<file path="config.mk">
export PLATFORM = sky130hd
export DESIGN_NAME = wb_tgt_mem
export DESIGN_NICKNAME = d
export VERILOG_FILES = /design/src/rtl/wb_tgt_mem.sv
export SDC_FILE = /design/constraint.sdc
export NUM_CORES = 2
export LEC_CHECK = 0
export ABC_CLOCK_PERIOD_IN_PS = 1900
export CORE_ASPECT_RATIO = 0.5
export CORE_MARGIN = 2
export CORE_UTILIZATION = 55
export CTS_BUF_LIST = sky130_fd_sc_hd__clkbuf_2 sky130_fd_sc_hd__clkbuf_4 sky130_fd_sc_hd__clkbuf_8
export DETAILED_ROUTE_END_ITERATION = 12
export DONT_BUFFER_PORTS = 1
export PLACE_DENSITY = 0.76
export SETUP_SLACK_MARGIN = 0.2
export SLEW_MARGIN = 5
export SYNTH_ARGS = -nofsm -noshare
export SYNTH_HDL_FRONTEND = slang
export SYNTH_MEMORY_MAX_BITS = 65536
export SYNTH_SLANG_ARGS = --single-unit
</file>
<file path="constraint.sdc">
create_clock -name clk_i -period 1.9 [get_ports clk_i]
set_input_delay 0.57 -clock clk_i [delete_from_list [all_inputs] [get_ports clk_i]]
set_output_delay 0.57 -clock clk_i [all_outputs]
set_load 0.005 [all_outputs]
</file>
<file path="src/rtl/wb_tgt_mem.sv">
// Pipelined Wishbone target over a word-addressed memory with fixed response latency.
// Optional stall injection is built when WB_TGT_MEM_STALL_INJECT_EN is defined.
module wb_tgt_mem #(
  parameter int ADR_WIDTH = 16,
  parameter int DAT_WIDTH = 16,
  parameter int SEL_WIDTH = 2,
  parameter int TGD_WIDTH = 1,
  parameter int MEM_AW    = 8,
  parameter int LATENCY   = 2
) (
  input  logic                 clk_i,
  input  logic                 async_rst_i,
  input  logic                 tgt_cyc_i,
  input  logic                 tgt_stb_i,
  input  logic                 tgt_we_i,
  input  logic                 tgt_lock_i,
  input  logic [SEL_WIDTH-1:0] tgt_sel_i,
  input  logic [ADR_WIDTH-1:0] tgt_adr_i,
  input  logic [DAT_WIDTH-1:0] tgt_dat_i,
  input  logic [TGD_WIDTH-1:0] tgt_tgd_i,
  output logic                 tgt_ack_o,
  output logic                 tgt_err_o,
  output logic                 tgt_rty_o,
  output logic                 tgt_stall_o,
  output logic [DAT_WIDTH-1:0] tgt_dat_o,
  output logic [TGD_WIDTH-1:0] tgt_tgd_o
);
  localparam int LANE_W = DAT_WIDTH / SEL_WIDTH;
  localparam int DEPTH  = 1 << MEM_AW;

  logic [DAT_WIDTH-1:0] mem_q [DEPTH];
  logic [TGD_WIDTH-1:0] tag_q [DEPTH];

  logic [MEM_AW-1:0]    idx_s;
  logic                 oor_s;
  logic                 acc_s;
  logic                 wr_s;
  logic                 rd_s;
  logic                 stall_s;
  logic                 unused_s;

  logic                 vld_q [LATENCY];
  logic                 err_q [LATENCY];
  logic [DAT_WIDTH-1:0] dat_q [LATENCY];
  logic [TGD_WIDTH-1:0] tgd_q [LATENCY];

  logic                 s0_vld_d;
  logic                 s0_err_d;
  logic [DAT_WIDTH-1:0] s0_dat_d;
  logic [TGD_WIDTH-1:0] s0_tgd_d;

  logic                 rsp_ack_q, rsp_ack_d;
  logic                 rsp_err_q, rsp_err_d;
  logic [DAT_WIDTH-1:0] rsp_dat_q, rsp_dat_d;
  logic [TGD_WIDTH-1:0] rsp_tgd_q, rsp_tgd_d;

  assign unused_s = tgt_lock_i;
  assign idx_s    = tgt_adr_i[MEM_AW-1:0];

  generate
    if (MEM_AW < ADR_WIDTH) begin : g_oor
      assign oor_s = |tgt_adr_i[ADR_WIDTH-1:MEM_AW];
    end else begin : g_no_oor
      assign oor_s = 1'b0;
    end
  endgenerate

`ifdef WB_TGT_MEM_STALL_INJECT_EN
  logic [7:0] lfsr_q, lfsr_d;
  logic       stall_q, stall_d;

  // Fibonacci LFSR (taps 8,6,5,4) and the registered stall derived from it.
  always_comb begin
    lfsr_d  = {lfsr_q[6:0], lfsr_q[7] ^ lfsr_q[5] ^ lfsr_q[4] ^ lfsr_q[3]};
    stall_d = lfsr_q[0] & lfsr_q[1];
  end

  // Stall generator state.
  always_ff @(posedge clk_i or negedge async_rst_i) begin
    if (!async_rst_i) begin
      lfsr_q  <= 8'h01;
      stall_q <= 1'b0;
    end else begin
      lfsr_q  <= lfsr_d;
      stall_q <= stall_d;
    end
  end

  assign stall_s = stall_q;
`else
  assign stall_s = 1'b0;
`endif

  assign acc_s = tgt_cyc_i & tgt_stb_i & ~stall_s;
  assign wr_s  = acc_s & tgt_we_i & ~oor_s;
  assign rd_s  = acc_s & ~tgt_we_i & ~oor_s;

  // Lane-masked memory write; storage is deliberately left unreset.
  always_ff @(posedge clk_i) begin
    if (wr_s) begin
      for (int i = 0; i < SEL_WIDTH; i++) begin
        if (tgt_sel_i[i]) begin
          mem_q[idx_s][i*LANE_W +: LANE_W] <= tgt_dat_i[i*LANE_W +: LANE_W];
        end
      end
      if (|tgt_sel_i) begin
        tag_q[idx_s] <= tgt_tgd_i;
      end
    end
  end

  // Stage-0 load: writes and errors carry zero data, reads capture the word.
  always_comb begin
    s0_vld_d = acc_s;
    s0_err_d = acc_s & oor_s;
    s0_dat_d = {DAT_WIDTH{1'b0}};
    s0_tgd_d = {TGD_WIDTH{1'b0}};
    if (rd_s) begin
      s0_dat_d = mem_q[idx_s];
      s0_tgd_d = tag_q[idx_s];
    end else begin
      s0_dat_d = {DAT_WIDTH{1'b0}};
      s0_tgd_d = {TGD_WIDTH{1'b0}};
    end
  end

  // Response shift register; a dropped cycle kills everything in flight.
  always_ff @(posedge clk_i or negedge async_rst_i) begin
    if (!async_rst_i) begin
      for (int i = 0; i < LATENCY; i++) begin
        vld_q[i] <= 1'b0;
        err_q[i] <= 1'b0;
        dat_q[i] <= {DAT_WIDTH{1'b0}};
        tgd_q[i] <= {TGD_WIDTH{1'b0}};
      end
    end else begin
      vld_q[0] <= s0_vld_d;
      err_q[0] <= s0_err_d;
      dat_q[0] <= s0_dat_d;
      tgd_q[0] <= s0_tgd_d;
      for (int i = 1; i < LATENCY; i++) begin
        vld_q[i] <= vld_q[i-1] & tgt_cyc_i;
        err_q[i] <= err_q[i-1];
        dat_q[i] <= dat_q[i-1];
        tgd_q[i] <= tgd_q[i-1];
      end
    end
  end

  // Output register next state: present the last stage, hold data otherwise.
  always_comb begin
    rsp_ack_d = 1'b0;
    rsp_err_d = 1'b0;
    rsp_dat_d = rsp_dat_q;
    rsp_tgd_d = rsp_tgd_q;
    if (tgt_cyc_i && vld_q[LATENCY-1]) begin
      rsp_ack_d = ~err_q[LATENCY-1];
      rsp_err_d = err_q[LATENCY-1];
      rsp_dat_d = dat_q[LATENCY-1];
      rsp_tgd_d = tgd_q[LATENCY-1];
    end else begin
      rsp_ack_d = 1'b0;
      rsp_err_d = 1'b0;
      rsp_dat_d = rsp_dat_q;
      rsp_tgd_d = rsp_tgd_q;
    end
  end

  // Registered bus outputs.
  always_ff @(posedge clk_i or negedge async_rst_i) begin
    if (!async_rst_i) begin
      rsp_ack_q <= 1'b0;
      rsp_err_q <= 1'b0;
      rsp_dat_q <= {DAT_WIDTH{1'b0}};
      rsp_tgd_q <= {TGD_WIDTH{1'b0}};
    end else begin
      rsp_ack_q <= rsp_ack_d;
      rsp_err_q <= rsp_err_d;
      rsp_dat_q <= rsp_dat_d;
      rsp_tgd_q <= rsp_tgd_d;
    end
  end

  assign tgt_ack_o   = rsp_ack_q;
  assign tgt_err_o   = rsp_err_q;
  assign tgt_rty_o   = 1'b0;
  assign tgt_stall_o = stall_s;
  assign tgt_dat_o   = rsp_dat_q;
  assign tgt_tgd_o   = rsp_tgd_q;

endmodule

</file>
==> flow_metrics.py <==
metrics = {
    "cells_and_area": {
        "area_growth_pct": 20.2,
        "final_cells": 15100,
        "drive_gt1_share_pct": 32.6,
        "final_cell_mix": "4352 x edfxtp_1, 1054 x mux2i_1, 843 x buf_4",
        "nFillCells": 18600,
        "nNetsFinal": 10500,
        "final_core_util_pct": 66.6,
        "final_common_cell": "edfxtp_1",
    },
    "yosys": {
        "synth_top_area_share_pct": 76.3,
        "synthTopCellsByArea": "edfxtp_1 76%, mux4_2 7.4%, mux2i_1 6.2%, nor2_1 1.7%, o22ai_1 0.99%",
        "postSynthCellCount": 8999,
        "ys_types": 56,
        "syn_area_sq_um": 171000,
        "synth_compound_area_share_pct": 3.67,
        "synthMuxAreaShare_pct": 13.9,
        "yosys_warnings": 0,
        "synth_top_family_by_area": "multiplexers",
        "synth_xor_area_share_pct": 0,
        "synth_top_flop_cell": "edfxtp_1",
        "ys_ff_latch": 4409,
        "synthAdderAreaFrac_pct": 0,
        "synth.avg_cell_area_sq_um": 19.0,
        "synth_area_leader_cell": "edfxtp_1",
        "synth-async-reset-ratio_pct": 1.29,
        "yosysSeqAreaShare_pct": 77.2,
        "yosys.area_share.simple_pct": 3.68,
        "synth_edf_count": 4352,
    },
    "status": {
        "status": "finished, violations left",
        "violations": "hold timing, slew limit, setup timing",
    },
    "sta": {
        "fmax_mhz": 359,
        "tns_ns": -126.70,
        "worstMarginPinSlew_ns": 1.63,
        "rsz0062_at_grt": "true",
        "setup_violations": 1876,
        "slew_headroom_pct": -8.47,
        "finalMaxSlewViolations": 77,
        "final.setup.worst_slack_ns": -0.887,
        "fin_hold_ws_ns": -0.392,
        "post-route-period-util_pct": 147,
        "finalHoldViolCount": 1662,
        "fin_skew_ns": 0.0540,
        "finalCriticalPeriod_ns": 2.79,
    },
    "clock_tree": {
        "cts_buffers": 610,
        "clockBufferDepth": 4,
        "worstSkewPairLatency_ns": 1.10,
        "path_clk_slew_ns": 0.07,
        "cts_tree": "yes",
        "cts_sinks": 4409,
        "htree_levels": 6,
        "root_buffer": "clkbuf_8",
    },
    "floorplan": {
        "core_area_sq_um": 309000,
        "fp-row-count": 144,
        "die_x_um": 793,
        "pin_count": 62,
        "start_util_pct": 55.4,
        "die_area_sq_um": 316000,
        "die_h_um": 398,
    },
    "detailed_routing": {
        "dr_total_vias": 96200,
        "drc_errors": 0,
        "via_per_inst": 6.38,
        "ant_nets": 0,
        "drt_wl_total_um": 454000,
        "wl_per_cell_um": 30.1,
        "dr.pass1.iters": 8,
        "drtIter0Drc": 15300,
    },
    "worst_setup_path": {
        "arrival_ns": 3.76,
        "path_max_fanout": 223,
        "cp.required_ns": 2.88,
        "crit_path_start_kind": "input pin",
        "worst-setup-path-type": "input pin to flip-flop",
        "end_kind": "flip-flop",
    },
    "job": {
        "max_cap_violations": 0,
    },
    "grt": {
        "track_usage_pct": 27.5,
        "grt_max_degree": 458,
        "grt_pass1_wl_um": 637000,
        "grt_pass1_vias": 94500,
        "antenna_found_initial": 29,
        "grt-ovfl-total": 0,
    },
    "placement": {
        "port_buffers": 0,
        "dp_hpwl_um": 255000,
        "dp.cells": 13900,
        "gp_congestion": 0.880,
    },
    "power_and_ir_drop": {
        "vdd_ir_drop_max_uv": 595,
        "finalPower_mw": 186,
        "p_leak_nw": 68.9,
        "power.density_nw_per_um2": 906,
    },
    "min_path": {
        "min_path_type": "input pin to flip-flop",
    },
}
## worst paths after layout
check	to	start	cells after the start	slack [ns]
worst max-delay path	dat_q[27]$_DFF_PN0_	tgt_adr_i[3]	11	-0.89
worst min-delay path	mem_q[237][9]$_DFFE_PP_	tgt_dat_i[9]	0	-0.39
worst min register to register	err_q[0]$_DFF_PN0_	err_q[1]$_DFF_PN0_	0	0.37
max in group asynchronous	dat_q[7]$_DFF_PN0_	async_rst_i	2	1.40
worst max register to register	dat_q[18]$_DFF_PN0_	mem_q[55][2]$_DFFE_PP_	7	-0.52
min in group asynchronous	dat_q[31]$_DFF_PN0_	async_rst_i	2	0.14
## cell type report
type	instances	area [sq um]	share of cell area [%]
well taps	4161	5210	2.53
repair buffers	1448	16400	7.96
clock inverters	219	1260	0.613
inverters	19	71.3	0.0347
multi-input cells	3975	40300	19.6
clock buffers	838	10300	5.03
flip-flops and latches	4409	132000	64.2
diodes	22	55.1	0.0268
## synthesized netlist by cell type, types with 57 or more instances
| master | count |
|---|---|
| nand3_1 | 91 |
| o22ai_1 | 272 |
| clkbuf_1 | 313 |
| buf_2 | 170 |
| edfxtp_1 | 4352 |
| dfrtp_1 | 57 |
| mux2i_1 | 1058 |
| a22oi_1 | 152 |
| a221oi_1 | 121 |
| and3_1 | 92 |
| buf_4 | 57 |
| mux4_2 | 559 |
| a21oi_1 | 80 |
| nor2_1 | 784 |
| o21ai_0 | 100 |
| buf_1 | 57 |
| nand2_1 | 172 |
| nand4_1 | 90 |
| o211ai_1 | 68 |
## registers in the layout, summed over array words and instances (netlist names)
register	count
dat_q	32
tgt_dat_o	16
tgd_q	2
vld_q	2
mem_q	4096
tgt_ack_o	1
err_q	2
tgt_err_o	1
tag_q	256
tgt_tgd_o	1
## critical path, stage by stage
cell      delay, ns
nand4b_1       0.59
buf_4          0.37
buf_4          0.30
o22ai_1        0.13
nor4_2         0.27
buf_4          0.20
a31oi_4        0.09
buf_6          0.14
nor3_4         0.26
buf_4          0.17
nand4_1        0.09
## where the power goes
| part | switching (mW) | internal, mW | total, mW | leakage (nW) |
|---|---|---|---|---|
| clock | 35.2 | 36.5 | 71.7 | 6.09 |
| sequential | 0.00266 | 107 | 107 | 39.9 |
| combinational | 4.28 | 3.49 | 7.77 | 22.9 |
| total | 39.5 | 147 | 186 | 68.9 |
## kinds of logic (layout without fill, tap and decap cells)
kind of cell / after synthesis / after routing
and+or+nand+nor: 1390 / 1391
buffers and inverters: 617 / 2524
muxes: 1666 / 1666
AOI/OAI and AO/OA: 916 / 916
other: 1 / 24
DFF: 4409 / 4409
## through the flow
stage                     worst slack [ns]  cell area (sq um)
after CTS                           -0.423             202000
final                               -0.887             206000
after floorplan                      -1.07             172000
after detailed placement             -2.18             188000
after global routing                -0.559             206000
after global placement               -2.14             188000
## metal layers
metal | vias up | track usage (%) | wire length [um]
met5 | - | 0 | 123
met2 | 6577 | 42.5 | 210000
met4 | 18 | 9.58 | 18000
met1 | 49100 | 39.2 | 167000
li1 | 39600 | - | -
met3 | 967 | 6.28 | 58800
## timing repair
| item | in CTS | in global routing |
|---|---|---|
| hold endpoints to repair | 4082 | 2616 |
| resized for setup | 411 | 561 |
| cloned | 17 | 10 |
| setup buffers | 18 | 30 |
| hold buffers | 15 | 21 |
| pin swaps | 170 | 173 |
| endpoints found under the setup margin | 3659 | 4388 |
Power figures use the tool's default switching activity.
